**src/rtl/autopilot_pkg.sv**
```systemverilog
// Shared state encoding and default tuning constants for the flap autopilot.
package autopilot_pkg;

  typedef enum logic [1:0] {
    IDLE     = 2'd0,
    TRACK    = 2'd1,
    PUSH     = 2'd2,
    COOLDOWN = 2'd3
  } ap_state_t;

  localparam int DEF_ROWS           = 8;
  localparam int DEF_SCAN_MAX       = 5;
  localparam int DEF_MARGIN         = 1;
  localparam int DEF_PUSH_CYCLES    = 4;
  localparam int DEF_COOLDOWN_TICKS = 2;

endpackage

```
**src/rtl/gap_finder.sv**
```systemverilog
// Combinational priority search: lowest open row in 1..SCAN_MAX, SCAN_MAX if the column is closed.
module gap_finder #(
  parameter int ROWS     = 8,
  parameter int SCAN_MAX = 5,
  localparam int RW      = $clog2(ROWS)
) (
  input  logic [ROWS-1:0] obstacle,
  output logic [RW-1:0]   g
);

  // Walk downward so the lowest open row is the last one written.
  always_comb begin
    g = RW'(SCAN_MAX);
    for (int i = SCAN_MAX; i >= 1; i--) begin
      if (!obstacle[i]) g = RW'(i);
    end
  end

endmodule

```
**src/rtl/autopilot_flap_ctrl.sv**
```systemverilog
// Autopilot for the bird: tracks the obstacle gap, fires a timed push pulse, then a tick-counted cooldown.
module autopilot_flap_ctrl
  import autopilot_pkg::*;
#(
  parameter int ROWS           = DEF_ROWS,
  parameter int SCAN_MAX       = DEF_SCAN_MAX,
  parameter int MARGIN         = DEF_MARGIN,
  parameter int PUSH_CYCLES    = DEF_PUSH_CYCLES,
  parameter int COOLDOWN_TICKS = DEF_COOLDOWN_TICKS,
  localparam int RW            = $clog2(ROWS)
) (
  input  logic            clk,
  input  logic            rst_n,
  input  logic            enable,
  input  logic            game_tick,
  input  logic            obs_valid,
  input  logic [ROWS-1:0] obstacle,
  input  logic [RW-1:0]   bird_tail,
  input  logic [RW-1:0]   bird_head,
  output logic            push,
  output logic            busy,
  output logic [RW-1:0]   gap_row
);

  localparam int PCW = (PUSH_CYCLES > 1) ? $clog2(PUSH_CYCLES) : 1;
  localparam int CCW = (COOLDOWN_TICKS > 1) ? $clog2(COOLDOWN_TICKS + 1) : 1;
  localparam logic [RW:0] MARG    = (RW+1)'(MARGIN);
  localparam logic [RW:0] ROW_TOP = (RW+1)'(ROWS - 1);

  ap_state_t        state, state_n;
  logic [PCW-1:0]   pcnt, pcnt_n;
  logic [CCW-1:0]   ccnt, ccnt_n;
  logic [RW-1:0]    g, eff_gap, thr, bird_min;
  logic [RW:0]      thr_sum;
  logic             flap;

  gap_finder #(.ROWS(ROWS), .SCAN_MAX(SCAN_MAX)) u_gap (
    .obstacle (obstacle),
    .g        (g)
  );

  // A column arriving on the tick itself must steer that tick's decision.
  assign eff_gap  = obs_valid ? g : gap_row;
  assign thr_sum  = {1'b0, eff_gap} + MARG;
  assign thr      = (thr_sum > ROW_TOP) ? ROW_TOP[RW-1:0] : thr_sum[RW-1:0];
  assign bird_min = (bird_tail < bird_head) ? bird_tail : bird_head;
  assign flap     = (bird_min <= thr);

  always_comb begin
    state_n = state;
    pcnt_n  = pcnt;
    ccnt_n  = ccnt;
    case (state)
      IDLE:  if (enable) state_n = TRACK;
      TRACK: begin
        if (game_tick && flap) begin
          state_n = PUSH;
          pcnt_n  = PCW'(PUSH_CYCLES - 1);
        end
      end
      PUSH: begin
        if (pcnt == '0) begin
          if (COOLDOWN_TICKS == 0) begin
            state_n = TRACK;
          end else begin
            state_n = COOLDOWN;
            ccnt_n  = CCW'(COOLDOWN_TICKS);
          end
        end else begin
          pcnt_n = pcnt - 1'b1;
        end
      end
      COOLDOWN: begin
        if (game_tick) begin
          if (ccnt == CCW'(1)) state_n = TRACK;
          ccnt_n = ccnt - 1'b1;
        end
      end
      default: state_n = IDLE;
    endcase
    if (!enable) begin
      state_n = IDLE;
      pcnt_n  = '0;
      ccnt_n  = '0;
    end
  end

  always_ff @(posedge clk or negedge rst_n) begin
    if (!rst_n) begin
      state   <= IDLE;
      pcnt    <= '0;
      ccnt    <= '0;
      push    <= 1'b0;
      busy    <= 1'b0;
      gap_row <= RW'(SCAN_MAX);
    end else begin
      state   <= state_n;
      pcnt    <= pcnt_n;
      ccnt    <= ccnt_n;
      push    <= (state_n == PUSH);
      busy    <= (state_n == PUSH) || (state_n == COOLDOWN);
      if (obs_valid) gap_row <= g;
    end
  end

endmodule

```
**config.mk**
```make
export PLATFORM = sky130hd
export DESIGN_NAME = autopilot_flap_ctrl
export DESIGN_NICKNAME = d
export VERILOG_FILES = /design/src/rtl/autopilot_pkg.sv /design/src/rtl/gap_finder.sv /design/src/rtl/autopilot_flap_ctrl.sv
export SDC_FILE = /design/constraint.sdc
export NUM_CORES = 1
export LEC_CHECK = 0
export BUFFER_PORTS_ARGS = -buffer_cell sky130_fd_sc_hd__buf_4
export CAP_MARGIN = 20
export CORE_MARGIN = 2
export CORE_UTILIZATION = 52
export CTS_CLUSTER_SIZE = 30
export DETAILED_ROUTE_END_ITERATION = 16
export HOLD_SLACK_MARGIN = 0.06
export MAX_ROUTING_LAYER = met4
export PLACE_DENSITY = 0.82
export REMOVE_ABC_BUFFERS = 1
export SYNTH_ARGS = -nofsm -noshare
export SYNTH_HDL_FRONTEND = slang
export SYNTH_SLANG_ARGS = --single-unit
```
**constraint.sdc**
```tcl
create_clock -name clk -period 6.4 [get_ports clk]
set_input_delay 0.32 -clock clk [delete_from_list [all_inputs] [get_ports clk]]
set_output_delay 0.32 -clock clk [all_outputs]
set_load 0.05 [all_outputs]
```
## Word level (Yosys, flattened, before mapping)

Cells that the tools add are included.

- Register bits: 11
- Bits in latches: 0
- Memory bits (writable): 0
- Bits in read-only memories: 0
- Input port bits: 19
- Output and inout port bits: 5
- Word-level logic and storage cells: 51
- Memories kept: 0

- Add/subtract/negate cells: 3
- Multiply operators: 0
- Divide/modulo/power cells: 0
- Magnitude comparators: 3
- Eq/ne operators: 12
- Shifts and indexed selects: 0
- Multiplexer cells: 21
- Bitwise logic cells: 0
- Reduce and logical (&&, ||, !) cells: 6

Operators with widths:

| cell | number |
|---|---|
| two-way mux 2 bit | 11 |
| two-way mux 3 bit | 6 |
| != test 3 bit, second input constant | 4 |
| == test 2 bit, second input constant | 4 |
| case mux 2 bit (2 select lines) | 2 |
| case mux 2 bit (4 select lines) | 1 |
| != test 3 x 1 -> 1 bit, second input constant | 2 |
| AND reduction 3 bit | 2 |
| adder 3 x 1 -> 4 bit, second input constant | 1 |
| == test 2 x 1 -> 1 bit, second input constant | 2 |
| greater-than comparator 4 x 3 -> 1 bit, second input constant | 1 |
| logical NOT 2 bit | 2 |
| subtractor 2 x 1 -> 2 bit, second input constant | 2 |
| <= comparator 3 bit | 1 |
| less-than comparator 3 bit | 1 |
| logical AND 1 bit | 1 |
| logical OR 1 bit | 1 |
| two-way mux 1 bit | 1 |

## Longest topological paths before layout

Gate-level depths: netlist of run 1.

- Depth after elaboration: 15
- Mapped depth: 11

## By module

A second synthesis of run 1 with hierarchy kept.

- Cells, all modules: 76
- Area, all modules: 734.5 µm²

By module, submodules not included:

| module | instances | cells an instance | area an instance (µm²) | seq. area each (µm²) |
|---|---|---|---|---|
| autopilot_flap_ctrl | 1 | 71 | 704.4 | 277.8 |
| gap_finder | 1 | 5 | 30.0 | 0.0 |

## Worst setup path after synthesis of run 1

Ideal clock, no wire load.

- Path kind: register to register
- Start point: register gap_row[0]
- End point: register pcnt[1]
- Arrival: 2.192 ns
- Required time: 6.306 ns
- Slack: 4.115 ns
- Cell stages (with the launch flop): 10
- Period minus slack after synthesis: 2.285 ns
- Cells stage by stage: dfstp_2 > nor2_1 > a31oi_1 > ha_1 > nor2_1 > ha_1 > and2b_2 > o21ai_2 > a211oi_2 > a221oi_2

- Word-level cells in the longest chain between the ends: 8

RTL lines:

| element | line | RTL |
|---|---|---|
| start, declared | autopilot_flap_ctrl.sv:22 | `output logic [RW-1:0] gap_row` |
| start signal, assigned | autopilot_flap_ctrl.sv:95 | `gap_row <= RW'(SCAN_MAX);` |
| start signal, assigned | autopilot_flap_ctrl.sv:102 | `if (obs_valid) gap_row <= g;` |
| two-way mux 3 bit * | -- |  |
| net eff_gap[0] | autopilot_flap_ctrl.sv:33 | `logic [RW-1:0] g, eff_gap, thr, bird_min;` |
| adder 3 x 1 -> 4 bit * | autopilot_flap_ctrl.sv:44 | `assign thr_sum = {1'b0, eff_gap} + MARG;` |
| greater-than comparator 4 x 3 -> 1 bit | autopilot_flap_ctrl.sv:45 | `assign thr = (thr_sum > ROW_TOP) ? ROW_TOP[RW-1:0] : thr_sum[RW-1:0];` |
| two-way mux 3 bit * | autopilot_flap_ctrl.sv:45 |  |
| <= comparator 3 bit * | autopilot_flap_ctrl.sv:47 | `assign flap = (bird_min <= thr);` |
| logical AND 1 bit * | autopilot_flap_ctrl.sv:56 | `if (game_tick && flap) begin` |
| != test 3 bit (no line) * | -- |  |
| AND reduction 3 bit (no line) * | -- |  |
| end signal, assigned | autopilot_flap_ctrl.sv:98 | `pcnt <= pcnt_n;` |
| end, declared | autopilot_flap_ctrl.sv:31 | `logic [PCW-1:0] pcnt, pcnt_n;` |

The timed path passes the listed nets; every way through them passes the cells marked *.
A chain may end at the register's enable or synchronous reset.

## Final worst setup path of run 1

Same ends and word-level chain as after synthesis.

==> metrics, run 1 <==
post-route clock period utilization 35.1%; routed len/inst around 11 um; Flop pwr share between 40% and 50%; Starting Density 55.7%; initial antenna violation count 0; CTS root buf clkbuf_4; CTS buffer count 3; Finish-stage setup viols 0; Core ar. about 1300 um^2; Crit Path Max Fanout 4; number of cell rows 13; Max Root-Sink Buffers 2; all-layer global routing usage between 10% and 20%; GR Layer Usage met3 2.61%; Async SR Flop Fraction 100%; dpl hpwl ~1.1 mm; Worst Tran Pin Value between 0.3 and 0.4 ns; area leader, netlist dfrtp_1; final hold vios 0; die width 41.6 um; Post-synth EDFFs 0; register area 278 um^2; crit path launch type flop; worst-skew pair later-pin latency between 0.2 and 0.3 ns; Detail Route Antenna Nets 0; met2 GRT Util 27.8%; nets 131; Max-Cap Viols 0; syn_area_per_cell ~9.4 um^2; DR pass1 iterations 4; drt drc 0; Total Wirelength between 1 and 1.5 mm; setup_tns 0 ns; slew margin rel. between 70% and 80%; combinational power share ~36%; register bit total from synthesis 11; placed inst area around 900 um^2; Synth top area share between 30 and 40%; hold path endpoint gap_row[0]$_DFF_PN1_; critical-path cell list nor2_1 > a31oi_1 > ha_1 > nor2_1 > ha_1 > and2b_2 > o21ai_2 > a211oi_2 > a221oi_2; Synth Warn # 0; via count around 600; drt via density just over 5; # port buffers 19; Mapped Cells 78; Fin Clk Skew between 0.001 and 0.0015 ns; Switching Fraction between 30% and 40%; cell area power density between 200 and 250 nW/um^2; leakage between 0.0004 and 0.0005 uW; largest cells by area after synthesis dfrtp_1 (31%), ha_1 (15%), dfstp_2 (7.2%), inv_1 (5.1%), a21oi_1 (4.1%); R2R Setup Slk ~4.2 ns; worst hold path class in -> reg; Post-Syn Area around 730 um^2; highest clock rate roughly 0.45 GHz; die area roughly 1700 um^2; Cell variety after synth 27; H-tree depth 1; pre-CTS setup slack 3.96 ns; clock-pin slew on the worst setup and hold paths 0.06 ns; CTS tree built; vias in the first global route ~580; RSZ-0062 raised after global routing false; Final Max Slew Viols 0; Syn-to-layout area delta 26.9%; Required @ worst endpoint roughly 6.6 ns; die height 41.6 um; CP endpoint kind flop; 1st-iter DRT viols 12; Sinks on Clock Net 11; GP Congestion roughly 0.85; first-pass GRT wire length between 2 and 2.5 mm; dominant synthesized flop cell dfrtp_1; Critical Path AT roughly 2.4 ns; post-route setup slack approximately 4.2 ns; FF-to-FF End pcnt[1]$_DFFE_PN0P_; # diodes 0; largest net degree at the start of global routing 12; Worst VDD drop 163 uV; Ports 24; Hold Crit Start obstacle[1]; layout cells sized above 1 between 30% and 40%; sequential area share after synthesis around 38%; post-CTS resize count 0; internal power 134 uW; Top Usage Layer GRT met2; clock power share 22.3%; outcome finished clean; design area 932 um^2; CP Class reg -> reg; fillers 111; reg-to-reg critical path startpoint gap_row[0]$_DFF_PN1_; Psw 70.4 uW; Multi-input gate area between 400 and 500 um^2; clock period minus worst slack approximately 2.2 ns; CTS Hold Bufs 1; Setup Buffers After CTS 0; GRT Residual Overflow 0; Hold Crit Depth 2; cells on worst reg2reg path 9; slowest stage delay, CP about 0.53 ns; M1 GR Usage 22.0%; Slowest cell on crit path dfstp_2
[per-layer routing]
metal,wire length (um),vias to the layer above
met1,595,266
met5,0,-
met2,645,14
met4,23,0
li1,-,317
met3,51,5
[stage by stage]
stage	cells	hold slack (ns)	utilization, %	power, uW
finish	117	0.270	70.8	205
global route	117	0.282	70.8	219
CTS	117	0.268	70.8	207
detailed placement	112	0.156	68.0	161
global placement	112	0.155	68.0	158
floorplan	78	0.0244	-	137
[flip-flops by register name (all words and copies together) (netlist names)]
| name | flops |
|---|---|
| push | 1 |
| state | 2 |
| pcnt | 2 |
| ccnt | 2 |
| busy | 1 |
| gap_row | 3 |
[power by group through the flow]
| stage | clock network, uW | registers (uW) | logic, uW |
|---|---|---|---|
| 6_report | 45.7 | 85.1 | 74.1 |
| 5_1_grt | 49.9 | 86.1 | 83.5 |
| 4_1_cts | 46.9 | 85.0 | 75.3 |
| 3_5_place_dp | 0 | 86.4 | 74.4 |
| 3_3_place_gp | 0 | 86.2 | 72.0 |
| 2_1_floorplan | 0 | 96.8 | 40.6 |
[cells by family (layout without fill, tap and decap cells)]
group | count (synthesis) | after routing | share of synthesized area, %
xor+xnor | 1 | 1 | 1.19
buf+inv | 10 | 34 | 5.11
simple gates | 27 | 27 | 20.6
mux | 3 | 3 | 4.26
compound gates | 17 | 17 | 15.7
flops | 11 | 11 | 37.8
fa+ha+maj | 9 | 9 | 15.3
[synth_stat cells (2+ instances only)]
cell / n
nand3_1: 3
nor3b_2: 2
dfrtp_1: 9
nor3_2: 2
nand2_1: 7
ha_1: 9
nor2_1: 7
o21ai_0: 4
dfstp_2: 2
mux2i_1: 2
inv_1: 10
a21oi_1: 6
[cell type report]
class | instances | share of cell area (%)
multi-input cells | 57 | 45.0
flip-flops and latches | 11 | 29.8
repair buffers | 20 | 16.4
inverters | 10 | 4.03
clock buffers | 4 | 2.82
well taps | 15 | 2.01
[worst max path at each step]
stage | endpoint | slack, ns | from | cells past startpoint
floorplan | pcnt[1]$_DFFE_PN0P_ | 4.11 | gap_row[0]$_DFF_PN1_ | 9
global placement | pcnt[1]$_DFFE_PN0P_ | 4.02 | bird_tail[1] | 10
detailed placement | pcnt[1]$_DFFE_PN0P_ | 3.96 | bird_tail[1] | 10
finish | pcnt[1]$_DFFE_PN0P_ | 4.15 | gap_row[0]$_DFF_PN1_ | 9
global route | pcnt[0]$_DFFE_PN0P_ | 3.95 | gap_row[0]$_DFF_PN1_ | 10
CTS | pcnt[1]$_DFFE_PN0P_ | 4.12 | gap_row[0]$_DFF_PN1_ | 9
[critical path, delay by kind of cell (launching register included)]
| family | cells | cell delay, ns |
|---|---|---|
| AOI/OAI and AO/OA | 4 | 0.72 |
| adders and majority gates | 2 | 0.54 |
| DFF | 1 | 0.53 |
| and+or+nand+nor | 3 | 0.37 |
[cells in the final DEF, fill, tap and decap left out, drive strengths merged]
cell type	n
buf	19
inv	10
ha	9
dfrtp	9
nand2	8
nor2	7
a21oi	6
o21ai	6
clkbuf	4
nand3	3
nor3	3
mux2i	2
nor3b	2
dfstp	2
a31oi	1
nor2b	1
a41o	1
and3	1
mux2	1
xor2	1
and2b	1
a211oi	1
and2	1
a22oi	1
a221oi	1
dlygate4sd3	1
No activity file was read; power rests on OpenSTA's default activity.
==> run 2: changes to the inputs <==
--- a/config.mk
+++ b/config.mk
@@ -8,12 +8,12 @@
 export BUFFER_PORTS_ARGS = -buffer_cell sky130_fd_sc_hd__buf_4
 export CAP_MARGIN = 20
 export CORE_MARGIN = 2
-export CORE_UTILIZATION = 52
+export CORE_UTILIZATION = 43
 export CTS_CLUSTER_SIZE = 30
 export DETAILED_ROUTE_END_ITERATION = 16
 export HOLD_SLACK_MARGIN = 0.06
 export MAX_ROUTING_LAYER = met4
-export PLACE_DENSITY = 0.82
+export PLACE_DENSITY = 0.72
 export REMOVE_ABC_BUFFERS = 1
 export SYNTH_ARGS = -nofsm -noshare
 export SYNTH_HDL_FRONTEND = slang
==> constraint.sdc (replaced) <==
create_clock -name clk -period 1.8 [get_ports clk]
set_input_delay 0.09 -clock clk [delete_from_list [all_inputs] [get_ports clk]]
set_output_delay 0.09 -clock clk [all_outputs]
set_load 0.05 [all_outputs]
==> run 2 against run 1 <==
- the run now ends with negative setup slack left
- fmax grew 1.4%
- hold slack lost 0.076 ns
- non-clock buffer count grew 11
- via count grew 9.5%
- wire length grew 23%
- clock skew grew 0.0021 ns
- clock power grew to 3.4 times the previous value
==> metrics, run 2 (synthesis results as in run 1) <==
Final Total Pwr 803 uW (+290%); dpl hpwl 1.20 mm (+7.8%); Critical Path AT 2.39 ns (-0.03 ns); max reg flops 3 (unchanged); Worst VDD drop 567 uV (+250%); Max-Cap Viols 0 (unchanged); clock period minus worst slack 2.22 ns (-0.0300 ns); Syn-to-layout area delta 45.8%; Total Wirelength 1.62 mm (+23%); Core ar. 1560 um^2 (+18%); Finish-stage setup viols 6 (+6); outcome finished with violations; Reg with most FFs gap_row; Sinks on Clock Net 11 (unchanged); # diodes 0 (unchanged); Detail Route Antenna Nets 0 (unchanged); Crit Path Max Fanout 4 (unchanged); GP Congestion 0.718 (-15%); crit path launch type flop; post-route setup slack -0.417 ns (-4.57 ns); post-route clock period utilization 123% (+88 points); placed insts 121 (+8.0%); Fin Clk Skew 0.00319 ns (+0.00209 ns); Setup crit start gap_row[0]$_DFF_PN1_; Worst Tran Pin Value 0.369 ns (+0.0445 ns); Flop pwr share 37.8% (-3.7 points); die area 2050 um^2 (+19%); commonest non-fill, non-tap cell in the layout buf_4; cell area power density 750 nW/um^2 (+240%); DR pass1 iterations 2 (-2); die height 45.3 um (+9.0%); CP Class reg -> reg; worst-skew pair later-pin latency 0.26 ns (about the same); worst hold path class in -> async; Starting Density 47.1% (-8.6 points); most frequent cells in the layout buf_4 (29), inv_1 (10), dfrtp_1 (9); clock power share 19.6% (-2.7 points); GRT Residual Overflow 0 (unchanged); final core utilization 68.7% (-2.1 points); leakage 0.000531 uW (+13%); nets 142 (+8.4%); Final Max Slew Viols 0 (unchanged); Layout Cells excl Fill 129 (+10%); Switching Fraction 34.9% (+0.52 points); fillers 123 (+11%); die width 45.3 um (+9.0%); initial antenna violation count 0 (unchanged); drt drc 0 (unchanged); 1st-iter DRT viols 8 (-4); all-layer global routing usage 15.1% (-2.6 points); vias in the first global route 568 (-1.2%); Ports 24 (unchanged); highest clock rate 0.451 GHz (+1.4%); violated checks negative setup slack; internal power 523 uW (+290%); number of cell rows 14 (+1); layout cells sized above 1 43.4% (+11 points); Worst Hold Margin 0.194 ns (-0.0760 ns); CTS tree built; via count 659 (+9.5%); CP endpoint kind flop; final hold vios 0 (unchanged); drt via density 5.11 (-0.71%); clock-pin slew on the worst setup and hold paths 0.06 ns (about the same); combinational power share 42.6% (+6.4 points); reg-to-reg critical path startpoint gap_row[0]$_DFF_PN1_; H-tree depth 1 (unchanged); Psw 280 uW (+300%); CTS buffer count 3 (unchanged); slew margin rel. 75.3% (-3.1 points); Required @ worst endpoint 1.97 ns (-4.61 ns); # port buffers 19 (unchanged); routed len/inst 12.6 um (+12%); CTS root buf clkbuf_4; RSZ-0062 raised after global routing true; largest net degree at the start of global routing 12 (unchanged); first-pass GRT wire length 2.17 mm (-4.3%); Max Root-Sink Buffers 2 (unchanged)
-- run 2: path summary, 6_finish.rpt --
| kind | to | slack (ns) | cells after the start |
|---|---|---|---|
| max in group asynchronous | gap_row[2]$_DFF_PN1_ | 1.39 | 2 |
| setup / recovery | pcnt[1]$_DFFE_PN0P_ | -0.42 | 9 |
| hold / removal | state[1]$_DFF_PN0_ | 0.19 | 2 |
| setup reg to reg | pcnt[1]$_DFFE_PN0P_ | -0.42 | 9 |
| hold reg to reg | pcnt[0]$_DFFE_PN0P_ | 0.52 | 3 |
| min in group clk | state[1]$_DFF_PN0_ | 0.26 | 4 |
-- run 2: area by class of cell --
cell class / instances / area, um^2 / area share (%)
tap: 16 / 20.0 / 1.87
timing repair buffer: 31 / 238 / 22.2
multi-input combinational: 57 / 472 / 44.0
sequential: 11 / 278 / 25.9
inverter: 10 / 37.5 / 3.50
clock buffer: 4 / 26.3 / 2.45
-- run 2: worst max-delay path, cell delays in order, from the launching register on --
cell,delay [ns]
dfstp_2,0.54
nor2_2,0.05
a31oi_2,0.22
ha_4,0.24
nor2_2,0.09
ha_1,0.26
and2b_2,0.22
o21ai_4,0.18
a211oi_4,0.10
a221oi_2,0.23
-- run 2: what timing repair did --
action	in CTS	in global routing
cloned	0	0
hold endpoints to repair	13	0
setup buffers	0	2
setup endpoints to repair	6	6
pin swaps	0	10
resized for setup	0	11
hold buffers	2	0
-- run 2: stage by stage --
stage	worst slack [ns]	cell area (um^2)	TNS [ns]
2_1_floorplan	-0.485	734	-2.50
3_3_place_gp	-0.295	957	-1.50
3_5_place_dp	-0.364	957	-1.83
4_1_cts	-0.346	1000	-1.74
5_1_grt	-0.509	1070	-2.60
6_report	-0.417	1070	-2.06
-- run 2: routing by layer --
metal	GRT usage (%)	share of wire, %	vias to the layer above
met5	-	0	-
met2	22.0	49	13
met3	1.60	2.0	2
li1	-	-	341
met4	7.06	1.1	0
met1	21.1	48	303
-- run 2: power groups by stage --
stage               logic (uW)  clock network [uW]  registers, uW
finish                     342                 157            303
global route               375                 178            307
CTS                        291                 169            301
detailed placement         287                   0            306
global placement           280                   0            305
floorplan                  144                   0            344
==> run 3: changes to the inputs <==
--- a/config.mk
+++ b/config.mk
@@ -13,7 +13,7 @@
 export DETAILED_ROUTE_END_ITERATION = 16
 export HOLD_SLACK_MARGIN = 0.06
 export MAX_ROUTING_LAYER = met4
-export PLACE_DENSITY = 0.72
+export PLACE_DENSITY = 0.69
 export REMOVE_ABC_BUFFERS = 1
 export SYNTH_ARGS = -nofsm -noshare
 export SYNTH_HDL_FRONTEND = slang
==> run 3 against run 2 <==
- the flow still finishes with violations (negative setup slack)
- highest routed layer unchanged
- count of clock-buffer cells in the layout unchanged
- final area shrank 3.4%
- non-clock buffer count is 2 lower
==> metrics, run 3 (synthesis results as in run 1) <==
drt via density 5.13 (+0.50%); Critical Path AT 2.35 ns (-0.04 ns); highest clock rate 0.461 GHz (+2.1%); crit path launch type flop; Detail Route Antenna Nets 0 (unchanged); # port buffers 19 (unchanged); Final Max Slew Viols 0 (unchanged); dpl hpwl 1.19 mm (-1.0%); Finish-stage setup viols 6 (unchanged); GP Congestion 0.678 (-5.7%); Max-Cap Viols 0 (unchanged); worst hold path class in -> reg; outcome finished with violations; die area 2050 um^2 (unchanged); # diodes 0 (unchanged); DR pass1 iterations 4 (+2); Worst Tran Pin Value 0.386 ns (+0.0175 ns); CTS buffer count 3 (unchanged); worst-skew pair later-pin latency 0.27 ns (about the same); Total Wirelength 1.50 mm (-7.2%); number of cell rows 14 (unchanged); clock-pin slew on the worst setup and hold paths 0.07 ns (about the same); clock period minus worst slack 2.17 ns (-0.0457 ns); Crit Path Max Fanout 4 (unchanged); H-tree depth 1 (unchanged); CTS root buf clkbuf_4; via count 652 (-1.1%); vias in the first global route 564 (-0.70%); Core ar. 1560 um^2 (unchanged); die height 45.3 um (unchanged); Reg with most FFs gap_row; Starting Density 47.1% (unchanged); max reg flops 3 (unchanged); 1st-iter DRT viols 15 (+7); Sinks on Clock Net 11 (unchanged); routed len/inst 11.8 um (-5.8%); largest net degree at the start of global routing 12 (unchanged); initial antenna violation count 0 (unchanged); Fin Clk Skew 0.00435 ns (+0.00116 ns); Ports 24 (unchanged); leakage 0.000517 uW (-2.6%); RSZ-0062 raised after global routing true; Syn-to-layout area delta 40.9%; post-route setup slack -0.371 ns (+0.0457 ns); layout cells sized above 1 42.3% (-1.0 points); CP endpoint kind flop; Max Root-Sink Buffers 2 (unchanged); CP Class reg -> reg; CTS tree built; die width 45.3 um (unchanged); violated checks negative setup slack; most frequent cells in the layout buf_4 (27), inv_1 (10), dfrtp_1 (9); GRT Residual Overflow 0 (unchanged); post-route clock period utilization 121% (-2.5 points); slew margin rel. 74.1% (-1.2 points); fillers 139 (+13%); placed insts 120 (-0.83%); Required @ worst endpoint 1.98 ns (about the same); all-layer global routing usage 16.0% (+0.86 points); final hold vios 0 (unchanged); design area 1030 um^2 (-3.4%); Worst VDD drop 523 uV (-7.7%); nets 140 (-1.4%); placed inst area 950 um^2 (-0.78%); drt drc 0 (unchanged); commonest non-fill, non-tap cell in the layout buf_4; first-pass GRT wire length 2.30 mm (+5.7%); cell area power density 756 nW/um^2 (+0.84%); Layout Cells excl Fill 127 (-1.6%)
run 3: changes by cell type in the layout (fill, tap and decap cells not counted):
cell,previous run,this run
nor3_4,1,0
o21ai_2,0,1
buf_4,29,27
a211oi_4,1,0
nor3_2,1,2
a211oi_2,0,1
o21ai_4,1,0
run 3: what timing repair did:
| item | CTS | global route |
|---|---|---|
| pin swaps | 1 | 7 |
| hold buffers | 2 | 0 |
| setup endpoints to repair | 6 | 6 |
| buffers inserted | 0 | 1 |
| hold endpoints to repair | 13 | 0 |
| gates resized for setup | 0 | 8 |
run 3: layout make-up:
type / count / area (um^2) / share of cell area [%]
Tap cell: 16 / 20.0 / 1.93
Clock buffer: 4 / 26.3 / 2.54
Sequential cell: 11 / 278 / 26.8
Timing Repair Buffer: 29 / 223 / 21.5
Inverter: 10 / 37.5 / 3.63
Multi-Input combinational cell: 57 / 450 / 43.5
run 3: worst max-delay path: stages, from the launching register on:
cell and delay, ns:
dfstp_2 0.54, nor2_2 0.04, a31oi_2 0.22, ha_4 0.24, nor2_2 0.07, ha_1 0.25
and2b_2 0.21, o21ai_2 0.16, a211oi_2 0.12, a221oi_2 0.24
run 3: through the flow:
step | utilization, % | TNS (ns) | hold slack [ns] | worst slack, ns | power (uW)
after floorplan | - | -2.50 | -0.206 | -0.485 | 488
final | 66.4 | -1.99 | 0.170 | -0.371 | 782
after global placement | 60.9 | -1.52 | -0.0711 | -0.300 | 585
after global routing | 66.4 | -2.52 | 0.171 | -0.456 | 830
after CTS | 63.9 | -1.70 | 0.133 | -0.345 | 763
after detailed placement | 60.9 | -1.83 | -0.0715 | -0.367 | 591
run 3: worst paths after layout:
kind	start	end	slack, ns	depth (start not counted)
max in group asynchronous	rst_n	gap_row[2]$_DFF_PN1_	1.39	2
worst min register to register	pcnt[0]$_DFFE_PN0P_	pcnt[0]$_DFFE_PN0P_	0.52	3
worst max register to register	gap_row[0]$_DFF_PN1_	pcnt[1]$_DFFE_PN0P_	-0.37	9
min in group asynchronous	rst_n	ccnt[1]$_DFFE_PN0P_	0.18	2
worst min-delay path	obstacle[1]	gap_row[0]$_DFF_PN1_	0.17	3
worst max-delay path	gap_row[0]$_DFF_PN1_	pcnt[1]$_DFFE_PN0P_	-0.37	9
run 3: report_power, final:
group          switching, uW  internal, uW
Combinational            169           146
Clock                   78.7          85.8
Sequential              23.6           279
Total                    271           511
run 3: routing by layer:
metal / up-vias / part of all wire, % / track usage [%]
li1: 336 / - / -
met1: 301 / 54 / 22.3
met2: 11 / 42 / 22.9
met3: 4 / 2.7 / 1.20
met4: 0 / 1.5 / 8.82
met5: - / 0 / -
